$ cat config.mk
export PLATFORM = sky130hd
export DESIGN_NAME = pipe_ctrl_hazard_flat
export DESIGN_NICKNAME = d
export VERILOG_FILES = /design/src/rtl/pipe_ctrl_hazard_if.sv /design/src/rtl/pipe_ctrl_hazard.sv /design/src/flat_wrapper.sv
export SDC_FILE = /design/constraint.sdc
export NUM_CORES = 1
export LEC_CHECK = 0
export CELL_PAD_IN_SITES_DETAIL_PLACEMENT = 1
export CELL_PAD_IN_SITES_GLOBAL_PLACEMENT = 2
export CORE_AREA = 8 8 85 87
export CTS_CLUSTER_SIZE = 10
export DETAILED_ROUTE_END_ITERATION = 12
export DIE_AREA = 0 0 93 95
export PLACE_DENSITY = 0.88
export SETUP_SLACK_MARGIN = 0.02
export SYNTH_ARGS = -nofsm -noshare
export SYNTH_HDL_FRONTEND = slang
export SYNTH_SLANG_ARGS = --single-unit
$ cat constraint.sdc
create_clock -name clk -period 2.9 [get_ports clk]
set_clock_uncertainty 0.1 [all_clocks]
set_input_delay 0.87 -clock clk [delete_from_list [all_inputs] [get_ports clk]]
set_output_delay 0.87 -clock clk [all_outputs]
set_load 0.005 [all_outputs]
$ cat src/rtl/pipe_ctrl_hazard_if.sv
// Control bundle from the ID-stage decoder and the stage-qualified controls
// returned to the EX/MEM/WB datapath and the PC / IF/ID enables.
interface pipe_ctrl_hazard_if;
  logic [1:0] id_alu_op;
  logic       id_alu_src;
  logic       id_mem_2_reg;
  logic       id_reg_write;
  logic       id_mem_read;
  logic       id_mem_write;
  logic       id_branch;
  logic       id_jump;
  logic       id_is_mult;
  logic [4:0] id_rs1;
  logic [4:0] id_rs2;
  logic [4:0] id_rd;
  logic       ex_zero;
  logic [1:0] ex_alu_op;
  logic       ex_alu_src;
  logic       ex_branch;
  logic       ex_jump;
  logic       ex_is_mult;
  logic [4:0] ex_rd;
  logic       mem_mem_read;
  logic       mem_mem_write;
  logic       mem_reg_write;
  logic       mem_mem_2_reg;
  logic [4:0] mem_rd;
  logic       wb_reg_write;
  logic       wb_mem_2_reg;
  logic [4:0] wb_rd;
  logic       pc_write;
  logic       if_id_write;
  logic       if_id_flush;
  logic       mult_busy;

  modport master (
    output id_alu_op, id_alu_src, id_mem_2_reg, id_reg_write, id_mem_read,
           id_mem_write, id_branch, id_jump, id_is_mult, id_rs1, id_rs2, id_rd,
           ex_zero,
    input  ex_alu_op, ex_alu_src, ex_branch, ex_jump, ex_is_mult, ex_rd,
           mem_mem_read, mem_mem_write, mem_reg_write, mem_mem_2_reg, mem_rd,
           wb_reg_write, wb_mem_2_reg, wb_rd,
           pc_write, if_id_write, if_id_flush, mult_busy
  );

  modport slave (
    input  id_alu_op, id_alu_src, id_mem_2_reg, id_reg_write, id_mem_read,
           id_mem_write, id_branch, id_jump, id_is_mult, id_rs1, id_rs2, id_rd,
           ex_zero,
    output ex_alu_op, ex_alu_src, ex_branch, ex_jump, ex_is_mult, ex_rd,
           mem_mem_read, mem_mem_write, mem_reg_write, mem_mem_2_reg, mem_rd,
           wb_reg_write, wb_mem_2_reg, wb_rd,
           pc_write, if_id_write, if_id_flush, mult_busy
  );
endinterface

$ cat src/rtl/pipe_ctrl_hazard.sv
// Control pipeline (ID/EX, EX/MEM, MEM/WB) with load-use stall, multi-cycle
// multiply hold and taken-branch/jump squash.
module pipe_ctrl_hazard #(
  parameter int MULT_CYCLES = 3
) (
  input logic               clk,
  input logic               arst,
  pipe_ctrl_hazard_if.slave bus
);
  typedef struct packed {
    logic [1:0] alu_op;
    logic       alu_src;
    logic       mem_2_reg;
    logic       reg_write;
    logic       mem_read;
    logic       mem_write;
    logic       branch;
    logic       jump;
    logic       is_mult;
    logic [4:0] rd;
  } id_ex_t;

  typedef struct packed {
    logic       mem_read;
    logic       mem_write;
    logic       reg_write;
    logic       mem_2_reg;
    logic [4:0] rd;
  } ex_mem_t;

  typedef struct packed {
    logic       reg_write;
    logic       mem_2_reg;
    logic [4:0] rd;
  } mem_wb_t;

  typedef enum logic [1:0] {
    ACT_RUN      = 2'd0,
    ACT_MULT     = 2'd1,
    ACT_REDIRECT = 2'd2,
    ACT_LOAD_USE = 2'd3
  } action_e;

  localparam id_ex_t     ID_EX_BUBBLE  = 15'd0;
  localparam ex_mem_t    EX_MEM_BUBBLE = 9'd0;
  localparam mem_wb_t    MEM_WB_BUBBLE = 7'd0;
  localparam logic [1:0] MCNT_LOAD     = 2'(MULT_CYCLES - 1);

  id_ex_t     id_ex_r, id_bundle_s, id_ex_next_s;
  ex_mem_t    ex_mem_r, ex_adv_s, ex_mem_next_s;
  mem_wb_t    mem_wb_r, mem_adv_s;
  logic [1:0] mcnt_r, mcnt_next_s;
  action_e    action_s;
  logic       redirect_s, load_use_s, mult_busy_s;
  logic       pc_write_s, if_id_write_s, if_id_flush_s;

  // Gather the decoder bundle and the forward-moving slices of each stage.
  always_comb begin
    id_bundle_s = '{alu_op: bus.id_alu_op, alu_src: bus.id_alu_src,
                    mem_2_reg: bus.id_mem_2_reg, reg_write: bus.id_reg_write,
                    mem_read: bus.id_mem_read, mem_write: bus.id_mem_write,
                    branch: bus.id_branch, jump: bus.id_jump,
                    is_mult: bus.id_is_mult, rd: bus.id_rd};
    ex_adv_s    = '{mem_read: id_ex_r.mem_read, mem_write: id_ex_r.mem_write,
                    reg_write: id_ex_r.reg_write, mem_2_reg: id_ex_r.mem_2_reg,
                    rd: id_ex_r.rd};
    mem_adv_s   = '{reg_write: ex_mem_r.reg_write, mem_2_reg: ex_mem_r.mem_2_reg,
                    rd: ex_mem_r.rd};
  end

  assign redirect_s  = (id_ex_r.branch & bus.ex_zero) | id_ex_r.jump;
  assign load_use_s  = id_ex_r.mem_read & (id_ex_r.rd != 5'd0) &
                       ((id_ex_r.rd == bus.id_rs1) | (id_ex_r.rd == bus.id_rs2));
  assign mult_busy_s = (mcnt_r != 2'd0);

  // Pick the single highest-priority pipeline action for this cycle.
  always_comb begin
    action_s = ACT_RUN;
    if (mult_busy_s) begin
      action_s = ACT_MULT;
    end else if (redirect_s) begin
      action_s = ACT_REDIRECT;
    end else if (load_use_s) begin
      action_s = ACT_LOAD_USE;
    end else begin
      action_s = ACT_RUN;
    end
  end

  // Next-state of the stage registers and the front-end enables.
  always_comb begin
    id_ex_next_s  = ID_EX_BUBBLE;
    ex_mem_next_s = ex_adv_s;
    mcnt_next_s   = 2'd0;
    pc_write_s    = 1'b1;
    if_id_write_s = 1'b1;
    if_id_flush_s = 1'b0;
    case (action_s)
      ACT_MULT: begin
        // The final multiply cycle (mcnt back to 0) runs as ACT_RUN.
        id_ex_next_s  = id_ex_r;
        ex_mem_next_s = EX_MEM_BUBBLE;
        mcnt_next_s   = mcnt_r - 2'd1;
        pc_write_s    = 1'b0;
        if_id_write_s = 1'b0;
      end
      ACT_REDIRECT: begin
        if_id_flush_s = 1'b1;
      end
      ACT_LOAD_USE: begin
        pc_write_s    = 1'b0;
        if_id_write_s = 1'b0;
      end
      ACT_RUN: begin
        id_ex_next_s = id_bundle_s;
        mcnt_next_s  = bus.id_is_mult ? MCNT_LOAD : 2'd0;
      end
      default: begin
        id_ex_next_s  = ID_EX_BUBBLE;
        ex_mem_next_s = EX_MEM_BUBBLE;
      end
    endcase
  end

  // Stage registers and multiply counter.
  always_ff @(posedge clk or posedge arst) begin
    if (arst) begin
      id_ex_r  <= ID_EX_BUBBLE;
      ex_mem_r <= EX_MEM_BUBBLE;
      mem_wb_r <= MEM_WB_BUBBLE;
      mcnt_r   <= 2'd0;
    end else begin
      id_ex_r  <= id_ex_next_s;
      ex_mem_r <= ex_mem_next_s;
      mem_wb_r <= mem_adv_s;
      mcnt_r   <= mcnt_next_s;
    end
  end

  assign bus.ex_alu_op     = id_ex_r.alu_op;
  assign bus.ex_alu_src    = id_ex_r.alu_src;
  assign bus.ex_branch     = id_ex_r.branch;
  assign bus.ex_jump       = id_ex_r.jump;
  assign bus.ex_is_mult    = id_ex_r.is_mult;
  assign bus.ex_rd         = id_ex_r.rd;
  assign bus.mem_mem_read  = ex_mem_r.mem_read;
  assign bus.mem_mem_write = ex_mem_r.mem_write;
  assign bus.mem_reg_write = ex_mem_r.reg_write;
  assign bus.mem_mem_2_reg = ex_mem_r.mem_2_reg;
  assign bus.mem_rd        = ex_mem_r.rd;
  assign bus.wb_reg_write  = mem_wb_r.reg_write;
  assign bus.wb_mem_2_reg  = mem_wb_r.mem_2_reg;
  assign bus.wb_rd         = mem_wb_r.rd;
  assign bus.pc_write      = pc_write_s;
  assign bus.if_id_write   = if_id_write_s;
  assign bus.if_id_flush   = if_id_flush_s;
  assign bus.mult_busy     = mult_busy_s;
endmodule
$ cat src/flat_wrapper.sv
// flat-port wrapper written by rule: the top's interface ports become plain ports
module pipe_ctrl_hazard_flat 
#(
  parameter int MULT_CYCLES = 3
)
  (clk, arst, bus_id_alu_op, bus_id_alu_src, bus_id_mem_2_reg, bus_id_reg_write, bus_id_mem_read, bus_id_mem_write, bus_id_branch, bus_id_jump, bus_id_is_mult, bus_id_rs1, bus_id_rs2, bus_id_rd, bus_ex_zero, bus_ex_alu_op, bus_ex_alu_src, bus_ex_branch, bus_ex_jump, bus_ex_is_mult, bus_ex_rd, bus_mem_mem_read, bus_mem_mem_write, bus_mem_reg_write, bus_mem_mem_2_reg, bus_mem_rd, bus_wb_reg_write, bus_wb_mem_2_reg, bus_wb_rd, bus_pc_write, bus_if_id_write, bus_if_id_flush, bus_mult_busy);
  pipe_ctrl_hazard_if bus_i ();
  input logic clk;
  input logic arst;
  input wire logic [$bits(bus_i.id_alu_op)-1:0] bus_id_alu_op;
  input wire logic [$bits(bus_i.id_alu_src)-1:0] bus_id_alu_src;
  input wire logic [$bits(bus_i.id_mem_2_reg)-1:0] bus_id_mem_2_reg;
  input wire logic [$bits(bus_i.id_reg_write)-1:0] bus_id_reg_write;
  input wire logic [$bits(bus_i.id_mem_read)-1:0] bus_id_mem_read;
  input wire logic [$bits(bus_i.id_mem_write)-1:0] bus_id_mem_write;
  input wire logic [$bits(bus_i.id_branch)-1:0] bus_id_branch;
  input wire logic [$bits(bus_i.id_jump)-1:0] bus_id_jump;
  input wire logic [$bits(bus_i.id_is_mult)-1:0] bus_id_is_mult;
  input wire logic [$bits(bus_i.id_rs1)-1:0] bus_id_rs1;
  input wire logic [$bits(bus_i.id_rs2)-1:0] bus_id_rs2;
  input wire logic [$bits(bus_i.id_rd)-1:0] bus_id_rd;
  input wire logic [$bits(bus_i.ex_zero)-1:0] bus_ex_zero;
  output wire logic [$bits(bus_i.ex_alu_op)-1:0] bus_ex_alu_op;
  output wire logic [$bits(bus_i.ex_alu_src)-1:0] bus_ex_alu_src;
  output wire logic [$bits(bus_i.ex_branch)-1:0] bus_ex_branch;
  output wire logic [$bits(bus_i.ex_jump)-1:0] bus_ex_jump;
  output wire logic [$bits(bus_i.ex_is_mult)-1:0] bus_ex_is_mult;
  output wire logic [$bits(bus_i.ex_rd)-1:0] bus_ex_rd;
  output wire logic [$bits(bus_i.mem_mem_read)-1:0] bus_mem_mem_read;
  output wire logic [$bits(bus_i.mem_mem_write)-1:0] bus_mem_mem_write;
  output wire logic [$bits(bus_i.mem_reg_write)-1:0] bus_mem_reg_write;
  output wire logic [$bits(bus_i.mem_mem_2_reg)-1:0] bus_mem_mem_2_reg;
  output wire logic [$bits(bus_i.mem_rd)-1:0] bus_mem_rd;
  output wire logic [$bits(bus_i.wb_reg_write)-1:0] bus_wb_reg_write;
  output wire logic [$bits(bus_i.wb_mem_2_reg)-1:0] bus_wb_mem_2_reg;
  output wire logic [$bits(bus_i.wb_rd)-1:0] bus_wb_rd;
  output wire logic [$bits(bus_i.pc_write)-1:0] bus_pc_write;
  output wire logic [$bits(bus_i.if_id_write)-1:0] bus_if_id_write;
  output wire logic [$bits(bus_i.if_id_flush)-1:0] bus_if_id_flush;
  output wire logic [$bits(bus_i.mult_busy)-1:0] bus_mult_busy;
  assign bus_i.id_alu_op = bus_id_alu_op;
  assign bus_i.id_alu_src = bus_id_alu_src;
  assign bus_i.id_mem_2_reg = bus_id_mem_2_reg;
  assign bus_i.id_reg_write = bus_id_reg_write;
  assign bus_i.id_mem_read = bus_id_mem_read;
  assign bus_i.id_mem_write = bus_id_mem_write;
  assign bus_i.id_branch = bus_id_branch;
  assign bus_i.id_jump = bus_id_jump;
  assign bus_i.id_is_mult = bus_id_is_mult;
  assign bus_i.id_rs1 = bus_id_rs1;
  assign bus_i.id_rs2 = bus_id_rs2;
  assign bus_i.id_rd = bus_id_rd;
  assign bus_i.ex_zero = bus_ex_zero;
  assign bus_ex_alu_op = bus_i.ex_alu_op;
  assign bus_ex_alu_src = bus_i.ex_alu_src;
  assign bus_ex_branch = bus_i.ex_branch;
  assign bus_ex_jump = bus_i.ex_jump;
  assign bus_ex_is_mult = bus_i.ex_is_mult;
  assign bus_ex_rd = bus_i.ex_rd;
  assign bus_mem_mem_read = bus_i.mem_mem_read;
  assign bus_mem_mem_write = bus_i.mem_mem_write;
  assign bus_mem_reg_write = bus_i.mem_reg_write;
  assign bus_mem_mem_2_reg = bus_i.mem_mem_2_reg;
  assign bus_mem_rd = bus_i.mem_rd;
  assign bus_wb_reg_write = bus_i.wb_reg_write;
  assign bus_wb_mem_2_reg = bus_i.wb_mem_2_reg;
  assign bus_wb_rd = bus_i.wb_rd;
  assign bus_pc_write = bus_i.pc_write;
  assign bus_if_id_write = bus_i.if_id_write;
  assign bus_if_id_flush = bus_i.if_id_flush;
  assign bus_mult_busy = bus_i.mult_busy;
  pipe_ctrl_hazard #(.MULT_CYCLES(MULT_CYCLES)) u_core (.clk(clk), .arst(arst), .bus(bus_i));
endmodule
==> results of run 1 <==
kinds of logic after synthesis:
family	Yosys count
compound gates	36
simple gates	34
flops	33
buf+inv	15
xor+xnor	10
critical path, stage by stage:
cell and delay, ns:
sky130_fd_sc_hd__dlygate4sd2_1 0.24, sky130_fd_sc_hd__xnor2_1 0.15, sky130_fd_sc_hd__nand3_1 0.10, sky130_fd_sc_hd__o22ai_2 0.19
sky130_fd_sc_hd__a21oi_2 0.10, sky130_fd_sc_hd__buf_2 0.14
metrics by stage:
step | std cells | instance area, um2 | hold slack, ns | setup WS [ns] | TNS (ns)
after global routing | 269 | 2270 | 0.282 | 0.0213 | 0
after floorplan | 128 | 1480 | 0.276 | 0.146 | 0
after global placement | 259 | 2140 | 0.255 | -0.457 | -1.12
after detailed placement | 259 | 2140 | 0.264 | -0.488 | -1.19
after CTS | 269 | 2270 | 0.279 | 0.0449 | 0
final | 269 | 2270 | 0.275 | 0.134 | 0
layer usage:
metal / track usage / share of wire
met1: 0.122 / 0.41
met2: 0.162 / 0.50
met3: 0.0397 / 0.082
met4: 0.0403 / 0.014
met5: 0 / 0
final cells by class:
class / count / area (um2) / area share
Tap cell: 75 / 93.8 / 0.0413
Inverter: 2 / 7.51 / 0.00330
Multi-Input combinational cell: 80 / 551 / 0.242
Sequential cell: 33 / 826 / 0.363
Timing Repair Buffer: 71 / 661 / 0.291
Clock inverter: 3 / 65.1 / 0.0286
Clock buffer: 5 / 68.8 / 0.0303
cells in the mapped netlist:
cell                       number  area [um2]
sky130_fd_sc_hd__clkbuf_4       2        15.0
sky130_fd_sc_hd__buf_6          3        33.8
sky130_fd_sc_hd__and2_1         9        56.3
sky130_fd_sc_hd__inv_2          1        3.75
sky130_fd_sc_hd__nand2_1       17        63.8
sky130_fd_sc_hd__nand3_1        2        10.0
sky130_fd_sc_hd__inv_1          1        3.75
sky130_fd_sc_hd__a21o_1         1        7.51
sky130_fd_sc_hd__nor2_1         2        7.51
sky130_fd_sc_hd__o21ai_4        1        16.3
sky130_fd_sc_hd__o21ai_1        9        45.0
sky130_fd_sc_hd__dfrtp_1       33         826
sky130_fd_sc_hd__buf_4          6        45.0
sky130_fd_sc_hd__nor2b_1        1        6.26
sky130_fd_sc_hd__and2_2         1        7.51
sky130_fd_sc_hd__nor2_2         1        6.26
sky130_fd_sc_hd__clkbuf_1       2        7.51
sky130_fd_sc_hd__a21oi_2        1        8.76
sky130_fd_sc_hd__a32oi_1       16         140
sky130_fd_sc_hd__o22ai_2        1        12.5
sky130_fd_sc_hd__or4_4          1        11.3
sky130_fd_sc_hd__xnor2_1       10        87.6
sky130_fd_sc_hd__o21ai_2        7        61.3
power by group through the flow:
stage | Combinational [W] | Clock, W | Sequential [W]
6_report | 0.00136 | 0.000516 | 0.000819
2_1_floorplan | 0.000714 | 0 | 0.000840
3_5_place_dp | 0.00138 | 0 | 0.000827
4_1_cts | 0.00139 | 0.000530 | 0.000822
3_3_place_gp | 0.00135 | 0 | 0.000812
5_1_grt | 0.00151 | 0.000553 | 0.000850
path summary, 6_finish.rpt:
check                      slack [ns]                      from  depth (start not counted)                      end
setup reg to reg                 1.17       u_core.bus.ex_rd[1]                          5    u_core.bus.ex_alu_src
hold / removal                   0.28  u_core.bus.mem_reg_write                          0  u_core.bus.wb_reg_write
hold reg to reg                  0.28  u_core.bus.mem_reg_write                          0  u_core.bus.wb_reg_write
max in group asynchronous        1.52                      arst                          3       u_core.ex_adv_s[6]
min in group asynchronous        0.88                      arst                          3       u_core.ex_adv_s[8]
setup / recovery                 0.13             bus_id_rs1[1]                          6             bus_pc_write
what timing repair did:
item	CTS	global route
endpoints found under the setup margin	3	2
hold buffers	0	0
buffers inserted	2	0
resized for setup	22	3
pin swaps	16	7
==> metrics.csv, run 1 <==
stage,metric,value,unit
route,total number of vias,1242,
yosys,multiplexer area fraction after synthesis,0,
clocking,depth of the CTS H-tree,2,
final_layout,layout cell share with drive strength beyond 1,0.196,
pwr,Power Density,1180,nW/um2
placed_design,DP HPWL,3130,um
timing,setup repair after global routing missed its margin,no,
final_layout,layout overhead on the synthesized area,53.2,%
flow_run,number of max-cap violations,0,
global_route,gr usage total,0.102,
clocking,clock-pin transition on the worst setup and hold timing paths,0.06,ns
pwr,P_sw,0.000921,W
yosys,post-synthesis register bit count,33,
final_layout,nets,221,
route,initial drt markers,51,
worst_setup_path,type of the worst setup path,input pin to primary output,
placed_design,routability-driven placement congestion ratio,0.677,
yosys,area fraction in compound gates after synthesis,0.197,
yosys,Synth Area in Simple Gates,0.114,
final_layout,diode count,0,
clocking,total clock sinks,33,
pwr,Peak supply drop,0.000382,V
global_route,total global routing overflow,0,
floorplanning,Die Y-Extent,95,um
yosys,largest family of logic cells by synthesized area,compound AO/OA/AOI/OAI gates,
run_status,status,finished clean,
yosys,sequential cell area fraction in the yosys report,0.557,
yosys,total of warnings raised by yosys,0,
yosys,mean instance size in the synthesized netlist,11.6,um2
route,number of search-and-repair iterations in the first detailed-routing pass,4,
pwr,relative contribution of the clock network to total power,0.192,
worst_setup_path,data arrival time of the worst path,1.80,ns
global_route,antenna violations before repair,0,
yosys,Synth Area in XOR/XNOR,0.0591,
yosys,Post-Synthesis Cells,128,
pwr,Internal Pwr Total,0.00177,W
floorplanning,site row count,28,
global_route,vias in the first global route,1376,
floorplanning,I/O pin total,59,
final_layout,most frequent cells in the layout,"sky130_fd_sc_hd__clkdlybuf4s50_1 (44), sky130_fd_sc_hd__dfrtp_1 (33), sky130_fd_sc_hd__nand2_1 (17)",
worst_setup_path,CP max FO,2,
pwr,Leakage Power,0.955,nW
route,routed length per placed instance,15.7,um
route,number of nets with antenna violations after routing,0,
worst_setup_path,CP startpoint kind,input pin,
worst_hold_path,Hold Crit Class,flip-flop to flip-flop,
floorplanning,floorplan die area,8840,um2
final_layout,"leading cell type in the layout, fill and taps excluded",sky130_fd_sc_hd__clkdlybuf4s50_1,
yosys,Synth cell types,23,
final_layout,fin util,0.391,
floorplanning,effective utilization at floorplan,0.255,
timing,number of hold violations in the final report,0,
placed_design,Port Buf Inserts,58,
pwr,total power of the final layout,0.00269,W
pwr,combinational group share of total power,0.504,
route,DRC violation count after routing,0,
timing,post-route clock period utilization,0.954,
clocking,"Clk Latency, worst-skew pair",0.29,ns
worst_setup_path,WP data required,1.93,ns
clocking,total CTS buffers,5,
worst_setup_path,endpoint type of the worst setup path,primary output,
timing,transition time at the pin with the least slew margin,0.417,ns
floorplanning,core area,5820,um2
yosys,syn nets,156,
timing,min cycle time layout,2.77,ns
pwr,sequential group share of total power,0.304,
timing,Worst slew margin,0.722,
route,via/cell ratio,4.62,
global_route,largest net degree at the start of global routing,34,
global_route,wire length of the first global-routing pass,7080,um
final_layout,# fillers,672,
floorplanning,die span in x,93,um
clocking,maximum buffer depth of the clock tree,2,
clocking,clock root cell,sky130_fd_sc_hd__clkbuf_8,
timing,maximum frequency from static timing analysis,0.361,GHz
yosys,total standard cell area after synthesis,1480,um2
pwr,switching share of power,0.342,
clocking,clock tree from TritonCTS,done,
timing,final setup violation count,0,
timing,max-slew violation total from the final report,0,
yosys,Adder-Cell Fraction of Synth Area,0,
route,detailed-route wire length,4220,um
(Power assumes the default switching activity.)
==> run 2, diff against run 1 <==
--- a/config.mk
+++ b/config.mk
@@ -5,6 +5,7 @@
 export SDC_FILE = /design/constraint.sdc
 export NUM_CORES = 1
 export LEC_CHECK = 0
+export ABC_CLOCK_PERIOD_IN_PS = 2900
 export CELL_PAD_IN_SITES_DETAIL_PLACEMENT = 1
 export CELL_PAD_IN_SITES_GLOBAL_PLACEMENT = 2
 export CORE_AREA = 8 8 85 87
==> results of run 2 <==
No change in the layout: final DEF, timing and power equal those of run 1.
